`src/rtl/uart_pkg.sv`:
```
// Shared definitions for the UART frame transmitter: FSM state encoding and
// parity-mode codes, plus small helpers that decode the parity mode.
package uart_pkg;

    typedef enum logic [2:0] {
        IDLE   = 3'd0,
        START  = 3'd1,
        DATA   = 3'd2,
        PARITY = 3'd3,
        STOP   = 3'd4
    } tx_state_t;

    typedef logic [1:0] parity_mode_t;

    localparam parity_mode_t PAR_NONE = 2'b00;
    localparam parity_mode_t PAR_EVEN = 2'b01;
    localparam parity_mode_t PAR_ODD  = 2'b10;
    localparam parity_mode_t PAR_RSVD = 2'b11;

    // The reserved code behaves exactly like "no parity".
    function automatic logic parity_enabled(input parity_mode_t mode);
        return (mode == PAR_EVEN) || (mode == PAR_ODD);
    endfunction

    function automatic logic parity_invert(input parity_mode_t mode);
        return (mode == PAR_ODD);
    endfunction

endpackage

```
`src/rtl/uart_frame_transmitter.sv`:
```
// Serialises one start bit, WORD_BITS data bits (LSB first), optional parity
// and one or two stop bits, timing each bit with SAMPLE_TICKS external baud ticks.
module uart_frame_transmitter
    import uart_pkg::*;
#(
    parameter int WORD_BITS    = 8,
    parameter int SAMPLE_TICKS = 16
) (
    input  logic                 clk_i,
    input  logic                 reset_ni,
    input  logic                 baud_i,
    input  logic                 tx_valid_i,
    input  logic [WORD_BITS-1:0] data_i,
    input  logic [1:0]           parity_mode_i,
    input  logic                 stop2_i,
    output logic                 tx_ready_o,
    output logic                 busy_o,
    output logic                 tx_done_o,
    output logic                 tx_o
);

    localparam int TICK_W = $clog2(SAMPLE_TICKS);
    localparam int IDX_W  = $clog2(WORD_BITS);
    localparam logic [TICK_W-1:0] TICK_LAST = TICK_W'(SAMPLE_TICKS - 1);
    localparam logic [IDX_W-1:0]  IDX_LAST  = IDX_W'(WORD_BITS - 1);

    tx_state_t             r_state;
    logic [TICK_W-1:0]     r_tick;
    logic [IDX_W-1:0]      r_idx;
    logic [WORD_BITS-1:0]  r_shift;
    logic                  r_par_en;
    logic                  r_par_bit;
    logic                  r_stop2;
    logic                  r_stop_cnt;
    logic                  r_tx;
    logic                  r_done;

    logic                  w_bit_end;

    assign w_bit_end = baud_i && (r_tick == TICK_LAST);

    always_ff @(posedge clk_i or negedge reset_ni) begin
        if (!reset_ni) begin
            r_state    <= IDLE;
            r_tick     <= '0;
            r_idx      <= '0;
            r_shift    <= '0;
            r_par_en   <= 1'b0;
            r_par_bit  <= 1'b0;
            r_stop2    <= 1'b0;
            r_stop_cnt <= 1'b0;
            r_tx       <= 1'b1;
            r_done     <= 1'b0;
        end else begin
            r_done <= 1'b0;

            // Tick counter only runs inside a frame and restarts at every bit boundary.
            if ((r_state != IDLE) && baud_i) begin
                r_tick <= w_bit_end ? '0 : r_tick + 1'b1;
            end

            case (r_state)
                IDLE: begin
                    if (tx_valid_i) begin
                        r_shift    <= data_i;
                        r_par_en   <= parity_enabled(parity_mode_i);
                        r_par_bit  <= (^data_i) ^ parity_invert(parity_mode_i);
                        r_stop2    <= stop2_i;
                        r_idx      <= '0;
                        r_stop_cnt <= 1'b0;
                        r_tx       <= 1'b0;
                        r_state    <= START;
                    end
                end

                START: begin
                    if (w_bit_end) begin
                        r_tx    <= r_shift[0];
                        r_state <= DATA;
                    end
                end

                DATA: begin
                    if (w_bit_end) begin
                        if (r_idx == IDX_LAST) begin
                            if (r_par_en) begin
                                r_tx    <= r_par_bit;
                                r_state <= PARITY;
                            end else begin
                                r_tx    <= 1'b1;
                                r_state <= STOP;
                            end
                        end else begin
                            r_idx   <= r_idx + 1'b1;
                            r_shift <= r_shift >> 1;
                            r_tx    <= r_shift[1];
                        end
                    end
                end

                PARITY: begin
                    if (w_bit_end) begin
                        r_tx    <= 1'b1;
                        r_state <= STOP;
                    end
                end

                STOP: begin
                    // A second stop bit simply re-runs the bit timer once more.
                    if (w_bit_end) begin
                        if (r_stop2 && !r_stop_cnt) begin
                            r_stop_cnt <= 1'b1;
                        end else begin
                            r_done  <= 1'b1;
                            r_state <= IDLE;
                        end
                    end
                end

                default: begin
                    r_tx    <= 1'b1;
                    r_state <= IDLE;
                end
            endcase
        end
    end

    assign tx_ready_o = (r_state == IDLE);
    assign busy_o     = ~tx_ready_o;
    assign tx_done_o  = r_done;
    assign tx_o       = r_tx;

endmodule

```
`config.mk`:
```
export PLATFORM = sky130hd
export DESIGN_NAME = uart_frame_transmitter
export DESIGN_NICKNAME = d
export VERILOG_FILES = /design/src/rtl/uart_pkg.sv /design/src/rtl/uart_frame_transmitter.sv
export SDC_FILE = /design/constraint.sdc
export NUM_CORES = 1
export LEC_CHECK = 0
export BUFFER_PORTS_ARGS = -buffer_cell sky130_fd_sc_hd__buf_4
export CELL_PAD_IN_SITES_DETAIL_PLACEMENT = 1
export CELL_PAD_IN_SITES_GLOBAL_PLACEMENT = 2
export CORE_MARGIN = 2
export CORE_UTILIZATION = 30
export CTS_CLUSTER_DIAMETER = 50
export DETAILED_ROUTE_END_ITERATION = 12
export PLACE_DENSITY_LB_ADDON = 0.08
export SETUP_SLACK_MARGIN = 0.3
export SLEW_MARGIN = 0
export SYNTH_ARGS = -nofsm -noshare
export SYNTH_HDL_FRONTEND = slang
export SYNTH_SLANG_ARGS = --single-unit
```
`constraint.sdc`:
```
create_clock -name clk_i -period 1.9 [get_ports clk_i]
set_clock_uncertainty 0.05 [all_clocks]
set_input_delay 0 -clock clk_i [delete_from_list [all_inputs] [get_ports clk_i]]
set_output_delay 0 -clock clk_i [all_outputs]
set_load 0.01 [all_outputs]
```
# Word-level counts from Yosys, hierarchy flattened
# Cells that the tools add are included.
dict set report classes {
  addsub 2
  n_bitwise 3
  n_mux 31
  n_eq_ne 17
  reduce_logical 15
}
# cell n
set op_table {}
lappend op_table {{$mux 3} 11}
lappend op_table {{$mux 8} 3}
lappend op_table {{$ne 2x2->1 const B} 9}
lappend op_table {{$pmux 8 s2} 1}
lappend op_table {{$pmux 3 s5} 1}
lappend op_table {{$mux 1} 11}
lappend op_table {{$reduce_and 4->1} 2}
lappend op_table {{$reduce_xor 8->1} 1}
lappend op_table {{$reduce_and 7->1} 1}
lappend op_table {{$eq 3x2->1 const B} 2}
lappend op_table {{$eq 3x3->1 const B} 2}
lappend op_table {{$pmux 3 s2} 1}
lappend op_table {{$pmux 1 s5} 1}
lappend op_table {{$reduce_and 5->1} 1}
lappend op_table {{$add 4x1->4 const B} 1}
lappend op_table {{$eq 4x4->1 const B} 1}
lappend op_table {{$mux 4} 1}
lappend op_table {{$reduce_bool 2->1} 2}
lappend op_table {{$add 3x1->3 const B} 1}
lappend op_table {{$eq 3x1->1 const B} 1}
lappend op_table {{$logic_and 1x1->1} 3}
lappend op_table {{$logic_not 3->1} 1}
lappend op_table {{$reduce_bool 3->1} 1}
lappend op_table {{$eq 2x1->1 const B} 1}
lappend op_table {{7 further kinds} 8}
dict set report totals {
  output_inout_bits 4
  elab_cells 78
  ff_bits 24
  in_bits 15
}

# Logic depth before layout (Yosys ltp)
# Gate-level depths: netlist of the first run.
dict set report logic_depth {
  depth_word 5
  ltp_mapped 8
  ltp_nobuf 6
}

# Worst setup path after synthesis of the first run
# OpenSTA, ideal clock, no wires.
dict set report synth_timing {
  path_type {register -> register}
  from {register r_tick[0]}
  to {register r_state[2]}
  period_less_slack_ns 1.750
  setup_time_ns 0.095
  path_buffers 1
  arrival_time_ns 1.605
  setup_slack_ns 0.150
  stages_incl_launch_ff 7
  required_time_ns 1.755
  path_cell_list {dfrtp_1 ha_1 and4_1 buf_2 o21a_1 or4b_1 o31ai_1}
}
dict set report synth_via {
  elab_chain_len 4
  elab_cells_between_ends 7
  classes_between {eq/ne (5); reduce/logical (2)}
}
# item line_no
set synth_lines {}
lappend synth_lines {{from (decl)} uart_frame_transmitter.sv:28} ;# logic [TICK_W-1:0] r_tick;
lappend synth_lines {{from (signal assigned)} uart_frame_transmitter.sv:59} ;# r_tick <= w_bit_end ? '0 : r_tick + 1'b1;
lappend synth_lines {{$eq 4x4->1 *} uart_frame_transmitter.sv:40} ;# assign w_bit_end = baud_i && (r_tick == TICK_LAST);
lappend synth_lines {{$logic_and 1x1->1 *} uart_frame_transmitter.sv:40}
lappend synth_lines {{$ne 2x2->1 (no line)} n/a}
lappend synth_lines {{$reduce_and 7->1 (no line) *} n/a}
lappend synth_lines {{to (signal assigned)} uart_frame_transmitter.sv:44} ;# r_state <= IDLE;
lappend synth_lines {{to (signal assigned)} uart_frame_transmitter.sv:72} ;# r_state <= START;
lappend synth_lines {{to (signal assigned)} uart_frame_transmitter.sv:79} ;# r_state <= DATA;
lappend synth_lines {{to (decl)} uart_frame_transmitter.sv:27} ;# tx_state_t r_state;
# Every way passes the cells marked *; elsewhere a longest branch is shown, timed or not.
# A chain may end at the register's enable or synchronous reset.

# Worst setup path in the final report of the first run
dict set report layout_timing {
  from {register r_idx[0]}
  to {register r_state[2]}
}
dict set report layout_via {
  elab_chain_len 3
}
# item line_no
set layout_lines {}
lappend layout_lines {{from (decl)} uart_frame_transmitter.sv:29} ;# logic [IDX_W-1:0] r_idx;
lappend layout_lines {{from (signal assigned)} uart_frame_transmitter.sv:94} ;# r_idx <= r_idx + 1'b1;
lappend layout_lines {{$eq 3x3->1} uart_frame_transmitter.sv:85} ;# if (r_idx == IDX_LAST) begin
lappend layout_lines {{$ne 2x2->1 (no line)} n/a}
lappend layout_lines {{$reduce_and 7->1 (no line)} n/a}
lappend layout_lines {{to (signal assigned)} uart_frame_transmitter.sv:79}
lappend layout_lines {{to (signal assigned)} uart_frame_transmitter.sv:88} ;# r_state <= PARITY;
lappend layout_lines {{to (signal assigned)} uart_frame_transmitter.sv:91} ;# r_state <= STOP;
# Every way passes these cells.

==> metrics, run 1 <==
Seq/Total Area, Yosys 0.453; row cnt 24; setup_tns 0 ps; count of final max-slew check failures 0; final hold vios 0; nets 200; Area contributors post-synth dfrtp_1, mux2i_1, xnor2_1, nand2_1, ha_1; CP Capture Type register; most frequent cell after synthesis dfrtp_1; CTS Buf Count 3; Psw between 0.9 and 1 mW; Async SR Flop Fraction 1.00; initial core utilization 0.307; Max Cap Viol 0; Hold Crit Depth 4; post-DP HPWL ~2200 um; Yosys reg bits 24; top_reg_cell synth dfrtp_1; die area ~5000 um^2; Worst-Skew Late Latency 270 ps; number of flops mapped to enable cells by yosys 0; HP Start tx_valid_i; crit start category register; die extent in x around 71 um; post-layout min period 1720 ps; worst path arrival time 1840 ps; PD cells about 1300 nW/um^2; status finished, final reports clean; routed wire length 3530 um; Int Pwr between 1.5 and 2 mW; initial detailed-routing violation count 51; port bufs 18; gp weighted congestion 0.743; Design Power about 2.7 mW; reg2reg path depth 6; vias in the first global route 1213; Die Span Y between 70 and 80 um; P_leak 0.944 nW; Req. time, crit path 2020 ps; Netlist cell types between 40 and 50; share of layout cells above drive strength 1 0.406; top cells by count, synth dfrtp_1, nand2_1, a21oi_1, o21ai_0; RSZ-0062 raised after global routing yes; vias per cell roughly 4.9; final setup vio count 0; initial antenna violation count 0; first-pass GRT wire length about 5800 um; leading area contributor after synthesis dfrtp_1; placeable core area about 4300 um^2; Peak VDD IR roughly 0.53 mV; Mapped Area ~1300 um^2; Clock Power Share 0.137; syn avg cell area roughly 9.8 um^2; hold endpoint tx_o; HP Class in2reg; yosys warns 0; Slew headroom 0.779; GR Util All Layers 0.148; grt total ovfl 0; Critical R2R Launch r_idx[0]; Reg-to-Reg End r_state[2]; CTS sink count 24; r2r setup slk about 180 ps; DRT Pass-1 Iters 4; CTS tree built; ANT cells 0; combinational share of power 0.522; sequential power share 0.341; Slew @ Worst Pin around 330 ps; clk slew on worst S/H paths approximately 90 ps; Routed Antenna Nets 0; area grow syn2layout 51.7%; H-Tree Depth 1; Syn Nets between 150 and 200; routed length per instance approximately 15 um; Sw Ratio 0.373; # DRC 0; largest net degree at the start of global routing 25; I/O pins 19; clk root buf clkbuf_8; Yosys top cell area share 0.433; crit path kind reg2reg; Clock Path Buffers 2; Post-Synthesis Cells 135; crit path max fanout 3; fin crit share 0.904; vias ~1100; Max Clk Rate 0.582 GHz
[layer usage]
metal | track usage | vias up | routed length (um)
met3 | 0.0256 | 4 | 92
met4 | 0.0482 | 0 | 29
met5 | 0 | - | 0
met2 | 0.246 | 15 | 1830
li1 | - | 560 | -
met1 | 0.196 | 552 | 1580
[worst max-delay path, stage by stage, from the launching register on]
cell	delay, ps
dfrtp_1	410
ha_2	210
ha_4	160
nor3b_2	150
o21bai_1	90
or4b_1	470
o31ai_1	80
[cells by family (layout without fill, tap and decap cells)]
family                   after synthesis  in the layout  synth area share
AO/OA/AOI/OAI                         37             37             0.177
AND/OR/NAND/NOR                       36             36             0.141
flip-flops                            24             24             0.453
buffers and inverters                 16             61            0.0631
XOR/XNOR                               9              9            0.0593
multiplexers                           9              9            0.0687
adder cells (fa/ha/maj)                4              4            0.0377
[cells in the final DEF (no fill, tap or decap), types with 4 or more instances in the layout]
master / synthesis / final
a21oi_1: 9 / 9
buf_4: 1 / 33
clkbuf_8: 0 / 4
dfrtp_1: 23 / 22
dlygate4sd3_1: 0 / 11
inv_1: 7 / 7
mux2i_1: 8 / 8
nand2_1: 18 / 10
nand2_4: 0 / 8
o21ai_0: 9 / 9
o21ai_2: 0 / 5
xnor2_1: 8 / 8
[worst max-delay path by stage]
stage | start | to | slack, ps | depth (start not counted)
global route | r_idx[0] | r_state[2] | 110 | 6
CTS | r_idx[0] | r_state[2] | 180 | 6
finish | r_idx[0] | r_state[2] | 180 | 6
detailed placement | r_idx[0] | r_state[2] | 100 | 6
global placement | r_state[2] | r_shift[7] | 160 | 6
floorplan | r_state[2] | r_shift[7] | 190 | 7
[per-stage QoR]
step	cell area [um^2]	std cells	util	hold slack (ps)	setup slack, ps
after CTS	1900	228	0.440	35.3	179
after floorplan	1340	135	-	-346	192
final	2020	232	0.466	38.3	183
after detailed placement	1540	203	0.357	-120	96.8
after global routing	2020	232	0.466	53.5	110
after global placement	1540	203	0.357	-124	157
[registers in the layout, summed over array words and instances, names as in the netlist]
name / count
r_shift: 8
r_tick: 4
r_idx: 3
r_state: 3
r_par_bit: 1
r_par_en: 1
r_stop2: 1
r_stop_cnt: 1
tx_done_o: 1
tx_o: 1
[repair_timing]
action                     4_1_cts  5_1_grt
setup endpoints to repair       13       16
hold endpoints to repair        34        0
gates resized for setup         19       17
setup buffers                    8        3
pin swaps                       11        7
hold buffers                    11        0
gates cloned                     2        1
[power by group through the flow]
| stage | Sequential [mW] | Clock [mW] | Combinational [mW] |
|---|---|---|---|
| global route | 0.938 | 0.404 | 1.52 |
| detailed placement | 0.881 | 0 | 0.882 |
| floorplan | 0.838 | 0 | 0.632 |
| finish | 0.907 | 0.364 | 1.39 |
| CTS | 0.875 | 0.377 | 1.22 |
| global placement | 0.868 | 0 | 0.866 |
[cell type report]
cell class                 instances  area (um^2)
fill                             490         2310
multi-input combinational         95          782
sequential                        24          603
timing repair buffer              49          478
tap                               52         65.1
clock buffer                       4         55.1
inverter                           8         32.5
Power figures use the tool's default switching activity.
==> run 2, diff against run 1 <==
--- a/config.mk
+++ b/config.mk
@@ -5,7 +5,7 @@
 export SDC_FILE = /design/constraint.sdc
 export NUM_CORES = 1
 export LEC_CHECK = 0
-export BUFFER_PORTS_ARGS = -buffer_cell sky130_fd_sc_hd__buf_4
+export BUFFER_PORTS_ARGS = -buffer_cell sky130_fd_sc_hd__buf_2
 export CELL_PAD_IN_SITES_DETAIL_PLACEMENT = 1
 export CELL_PAD_IN_SITES_GLOBAL_PLACEMENT = 2
 export CORE_MARGIN = 2
==> metrics, run 2 (synthesized netlist as in run 1, its figures left out) <==
post-DP HPWL about 2200 um; M3 GR Usage 0.0228; initial detailed-routing violation count 31; crit path kind reg2reg; row cnt 24; Global Route met1 Usage 0.197; Largest regs r_shift (8), r_tick (4); vias in the first global route roughly 1200; Clock Path Buffers 2; max reg flops 8; count of final max-slew check failures 0; # DRC 0; first-pass GRT wire length ~6000 um; combinational share of power 0.491; post-layout min period between 1500 and 2000 ps; sequential power share 0.370; CP Capture Type register; Int Pwr roughly 1.5 mW; DRT Pass-1 Iters 4; Routed Antenna Nets 0; fin crit share 0.892; Max Cap Viol 0; final setup margin between 200 and 250 ps; Clock Power Share 0.138; share of layout cells above drive strength 1 0.318; initial antenna violation count 0; Worst-Skew Late Latency between 200 and 300 ps; grt total ovfl 0; ANT cells 0; routed wire length 3390 um; setup_tns 0 ps; Finished Core Util 0.416; worst path arrival time between 1500 and 2000 ps; status finished, final reports clean; Design Power 2.31 mW; commonest non-fill, non-tap cells in the layout dfrtp_1, nand2_1, buf_2; final setup vio count 0; initial core utilization 0.307; clk slew on worst S/H paths ~90 ps; Peak VDD IR slightly below 0.5 mV; Hold Crit Depth 3; Reg area between 600 and 700 um^2; die extent in x about 71 um; clk root buf clkbuf_8; CTS tree built; routed length per instance between 10 and 15 um; I/O pins 19; GR Util All Layers 0.153; area occupied by multi-input gates just under 700 um^2; HP Class in2reg; commonest non-fill, non-tap cell in the layout dfrtp_1; H-Tree Depth 1; die area 4980 um^2; reg2reg path depth 6; Psw between 0.8 and 0.9 mW; fill cell count slightly above 500; final hold vios 0; port bufs 18; Sw Ratio 0.365; Slew @ Worst Pin about 560 ps; crit start category register; Global Route met2 Usage 0.264; Place WS 129 ps; gp weighted congestion between 0.7 and 0.8; vias per cell 4.95; Slew headroom 0.626; Req. time, crit path 2030 ps; vias between 1000 and 1500; placeable core area approximately 4300 um^2; P_leak 0.865 nW; largest net degree at the start of global routing 25; RSZ-0062 raised after global routing yes; PD cells approximately 1300 nW/um^2; CTS sink count 24; CTS Buf Count 3; Top reg by flops r_shift; area grow syn2layout 35.2%; final hold slack ~5.3 ps; layer with the highest usage met2; nets ~200; crit path max fanout 5; Max Clk Rate around 0.6 GHz; Die Span Y about 71 um
run 2: what timing repair did:
action | 4_1_cts | 5_1_grt
pin swaps | 1 | 1
setup endpoints to repair | 13 | 16
hold buffers | 10 | 0
buffers inserted | 7 | 3
gates cloned | 1 | 0
hold endpoints to repair | 32 | 0
resized for setup | 8 | 5
run 2: routing by layer:
layer	routed length, um	part of all wire	vias up
li1	-	-	550
met2	1660	0.49	16
met1	1570	0.46	556
met4	74	0.022	0
met3	83	0.025	7
met5	0	0	-
run 2: power by group through the flow:
stage / sequential (mW) / clock, mW / combinational (mW)
3_5_place_dp: 0.877 / 0 / 0.858
6_report: 0.854 / 0.319 / 1.13
5_1_grt: 0.886 / 0.364 / 1.28
3_3_place_gp: 0.868 / 0 / 0.844
4_1_cts: 0.853 / 0.335 / 1.09
2_1_floorplan: 0.838 / 0 / 0.632
run 2: layout make-up:
cell class | count | area share
Multi-Input combinational cell | 95 | 0.386
Inverter | 8 | 0.0181
Timing Repair Buffer | 45 | 0.200
Tap cell | 52 | 0.0362
Clock buffer | 4 | 0.0251
Sequential cell | 24 | 0.335
run 2: through the flow:
| stage | cells | cell area (um^2) |
|---|---|---|
| floorplan | 135 | 1340 |
| global placement | 203 | 1500 |
| detailed placement | 203 | 1500 |
| CTS | 225 | 1760 |
| global route | 228 | 1800 |
| finish | 228 | 1800 |
run 2: path summary, 6_finish.rpt:
path | startpoint | to | slack [ps]
worst min-delay path | data_i[4] | r_shift[4] | 5
worst max-delay path | r_idx[0] | r_state[2] | 210
max in group asynchronous | reset_ni | r_par_bit | 1230
worst max register to register | r_idx[0] | r_state[2] | 210
min in group asynchronous | reset_ni | r_state[2] | 200
worst min register to register | r_shift[6] | r_shift[6] | 450
run 2: critical path, stage by stage, from the launching register on:
cell and delay [ps]:
dfrtp_1 400, ha_2 210, ha_4 180, nor3b_2 150
o21bai_1 90, or4b_1 460, o31ai_1 80
==> run 3, diff against run 2 <==
--- a/config.mk
+++ b/config.mk
@@ -5,6 +5,7 @@
 export SDC_FILE = /design/constraint.sdc
 export NUM_CORES = 1
 export LEC_CHECK = 0
+export ABC_AREA = 1
 export BUFFER_PORTS_ARGS = -buffer_cell sky130_fd_sc_hd__buf_2
 export CELL_PAD_IN_SITES_DETAIL_PLACEMENT = 1
 export CELL_PAD_IN_SITES_GLOBAL_PLACEMENT = 2
==> constraint.sdc (replaced) <==
create_clock -name clk_i -period 1.5 [get_ports clk_i]
set_clock_uncertainty 0.05 [all_clocks]
set_input_delay 0 -clock clk_i [delete_from_list [all_inputs] [get_ports clk_i]]
set_output_delay 0 -clock clk_i [all_outputs]
set_load 0.01 [all_outputs]
==> metrics, run 3 <==
status finished, final reports clean; CTS sink count 24; Worst-Skew Late Latency 270 ps; nets 263; Layout Cells excl Fill between 300 and 400; Reg area approximately 600 um^2; vias per cell between 4 and 5; Yosys top cell area share 0.383; placeable core area ~4800 um^2; top_reg_cell synth dfrtp_1; final hold slack between 40 and 50 ps; Clock Path Buffers 2; syn avg cell area around 7.7 um^2; yosys warns 0; CP Capture Type register; final setup vio count 0; first-pass GRT wire length 6580 um; crit path kind reg2reg; gp weighted congestion approximately 0.83; Largest regs r_shift (8), r_tick (4); design area roughly 2100 um^2; Syn Nets between 200 and 250; setup_tns 0 ps; Placed Area 1740 um^2; Post-Synthesis Cells between 150 and 200; Max Clk Rate 0.682 GHz; P_leak 1.05 nW; Finished Core Util 0.442; number of flops mapped to enable cells by yosys 0; Crit path buffers/inverters 1; Req. time, crit path about 1600 ps; vias between 1000 and 1500; initial antenna violation count 0; count of final max-slew check failures 0; Max Cap Viol 0; die area around 5600 um^2; Area contributors post-synth dfrtp_1, nand2_1, inv_1, nand3_1, o21ai_0; Routed Antenna Nets 0; commonest non-fill, non-tap cell in the layout nand2_1; # DRC 0; crit start category register; clk root buf clkbuf_8; grt total ovfl 0; fin crit share 0.977; worst path arrival time 1560 ps; area grow syn2layout 40.8%; Seq/Total Area, Yosys 0.401; largest net degree at the start of global routing 25; fill cell count 613; Netlist cell types 30; post-DP HPWL about 2800 um; HP Class in2reg; routed wire length ~3700 um; I/O pins 19; row cnt 25; initial detailed-routing violation count 10; CTS Buf Count 3; Slew headroom 0.621; share of layout cells above drive strength 1 0.424; DRT Pass-1 Iters 4; PD cells ~1800 nW/um^2; Peak VDD IR ~0.63 mV; Slew @ Worst Pin ~570 ps; vias in the first global route ~1500; CTS tree built; Cells after DPL approximately 290; crit path max fanout 6; post-layout min period approximately 1500 ps; routed length per instance between 10 and 15 um; top cells by count, synth nand2_1, inv_1, dfrtp_1; clk slew on worst S/H paths around 90 ps; leading area contributor after synthesis dfrtp_1; port bufs 18; GR Util All Layers 0.152; RSZ-0062 raised after global routing yes; CP peak stage delay 370 ps; initial core utilization 0.314; Top reg by flops r_shift; ANT cells 0; Mapped Area 1500 um^2; Yosys reg bits 24; CP top delay family flip-flops; area occupied by multi-input gates between 800 and 900 um^2; most frequent cell after synthesis nand2_1; Slowest-stage cell, CP dfrtp_1; Die Span Y 74.7 um; CP Cell Sequence ha_2, nand4_1, buf_6, a21oi_4, nand3b_4, nand2_1, o21ai_1; commonest non-fill, non-tap cells in the layout nand2_1, inv_1, dfrtp_1; die extent in x approximately 75 um; Async SR Flop Fraction 1.00; final hold vios 0; max reg flops 8; H-Tree Depth 1
[run 3: cell count changes after synthesis, sizes merged, moves of 4 or more]
cell,previous run,this run
mux2i,8,0
nand2,18,73
nand3,1,14
o21ai,16,24
buf,7,1
inv,8,30
xnor2,8,2
a21oi,9,3
nor2,4,8
[run 3: metal layers]
metal	part of all wire	vias to the layer above	routed length, um	GRT usage
li1	-	718	-	-
met1	0.42	693	1560	0.180
met2	0.55	14	2040	0.286
met3	0.019	4	69	0.0201
met4	0.012	0	44	0.0437
met5	0	-	0	0
[run 3: path summary, 6_finish.rpt]
| kind | startpoint | endpoint | slack [ps] | cells after the start |
|---|---|---|---|---|
| max | r_tick[0] | r_state[0] | 30 | 7 |
| min | data_i[5] | r_shift[5] | 40 | 5 |
| max reg2reg | r_tick[0] | r_state[0] | 30 | 7 |
| min reg2reg | r_tick[2] | r_tick[2] | 460 | 1 |
| max in group asynchronous | reset_ni | r_state[1] | 780 | 2 |
| min in group asynchronous | reset_ni | r_tick[2] | 200 | 2 |
[run 3: logic make-up after synthesis]
logic type                 count (synthesis)  share of synthesized area
DFF                                       24                      0.401
adders and majority gates                  4                     0.0333
xor gates and xnor gates                   3                     0.0175
buffers and inverters                     33                      0.102
AOI/OAI and AO/OA                         31                      0.136
and+or+nand+nor                          101                      0.311
[run 3: what timing repair did]
item | in CTS | in global routing
setup buffers | 10 | 1
hold endpoints to repair | 28 | 0
hold buffers | 6 | 0
gates resized for setup | 22 | 32
cloned | 1 | 0
endpoints found under the setup margin | 25 | 26
pin swaps | 9 | 8
[run 3: worst register-to-register path, cell delays in order (launching register included)]
cell and delay [ps]:
dfrtp_1 370, ha_2 180, nand4_1 170, buf_6 180, a21oi_4 150, nand3b_4 120
nand2_1 70, o21ai_1 50
[run 3: area by class of cell]
cell class,instances,area share
multi-input cells,139,0.423
flip-flops and latches,24,0.286
repair buffers,44,0.162
inverters,31,0.0657
well taps,67,0.0396
clock buffers,4,0.0213
repair inverters,1,0.00296
[run 3: report_power, final]
part	internal (mW)	leakage [nW]	switching, mW	total (mW)
logic	0.985	0.734	1.26	2.25
clock network	0.189	0.0228	0.205	0.395
registers	0.939	0.299	0.175	1.11
[run 3: per-stage QoR]
| stage | worst slack [ps] | power [mW] |
|---|---|---|
| after floorplan | 89.3 | 2.35 |
| after global placement | 14.1 | 2.78 |
| after detailed placement | -65.5 | 2.85 |
| after CTS | 41.2 | 3.58 |
| after global routing | -93.0 | 4.12 |
| final | 34.1 | 3.76 |
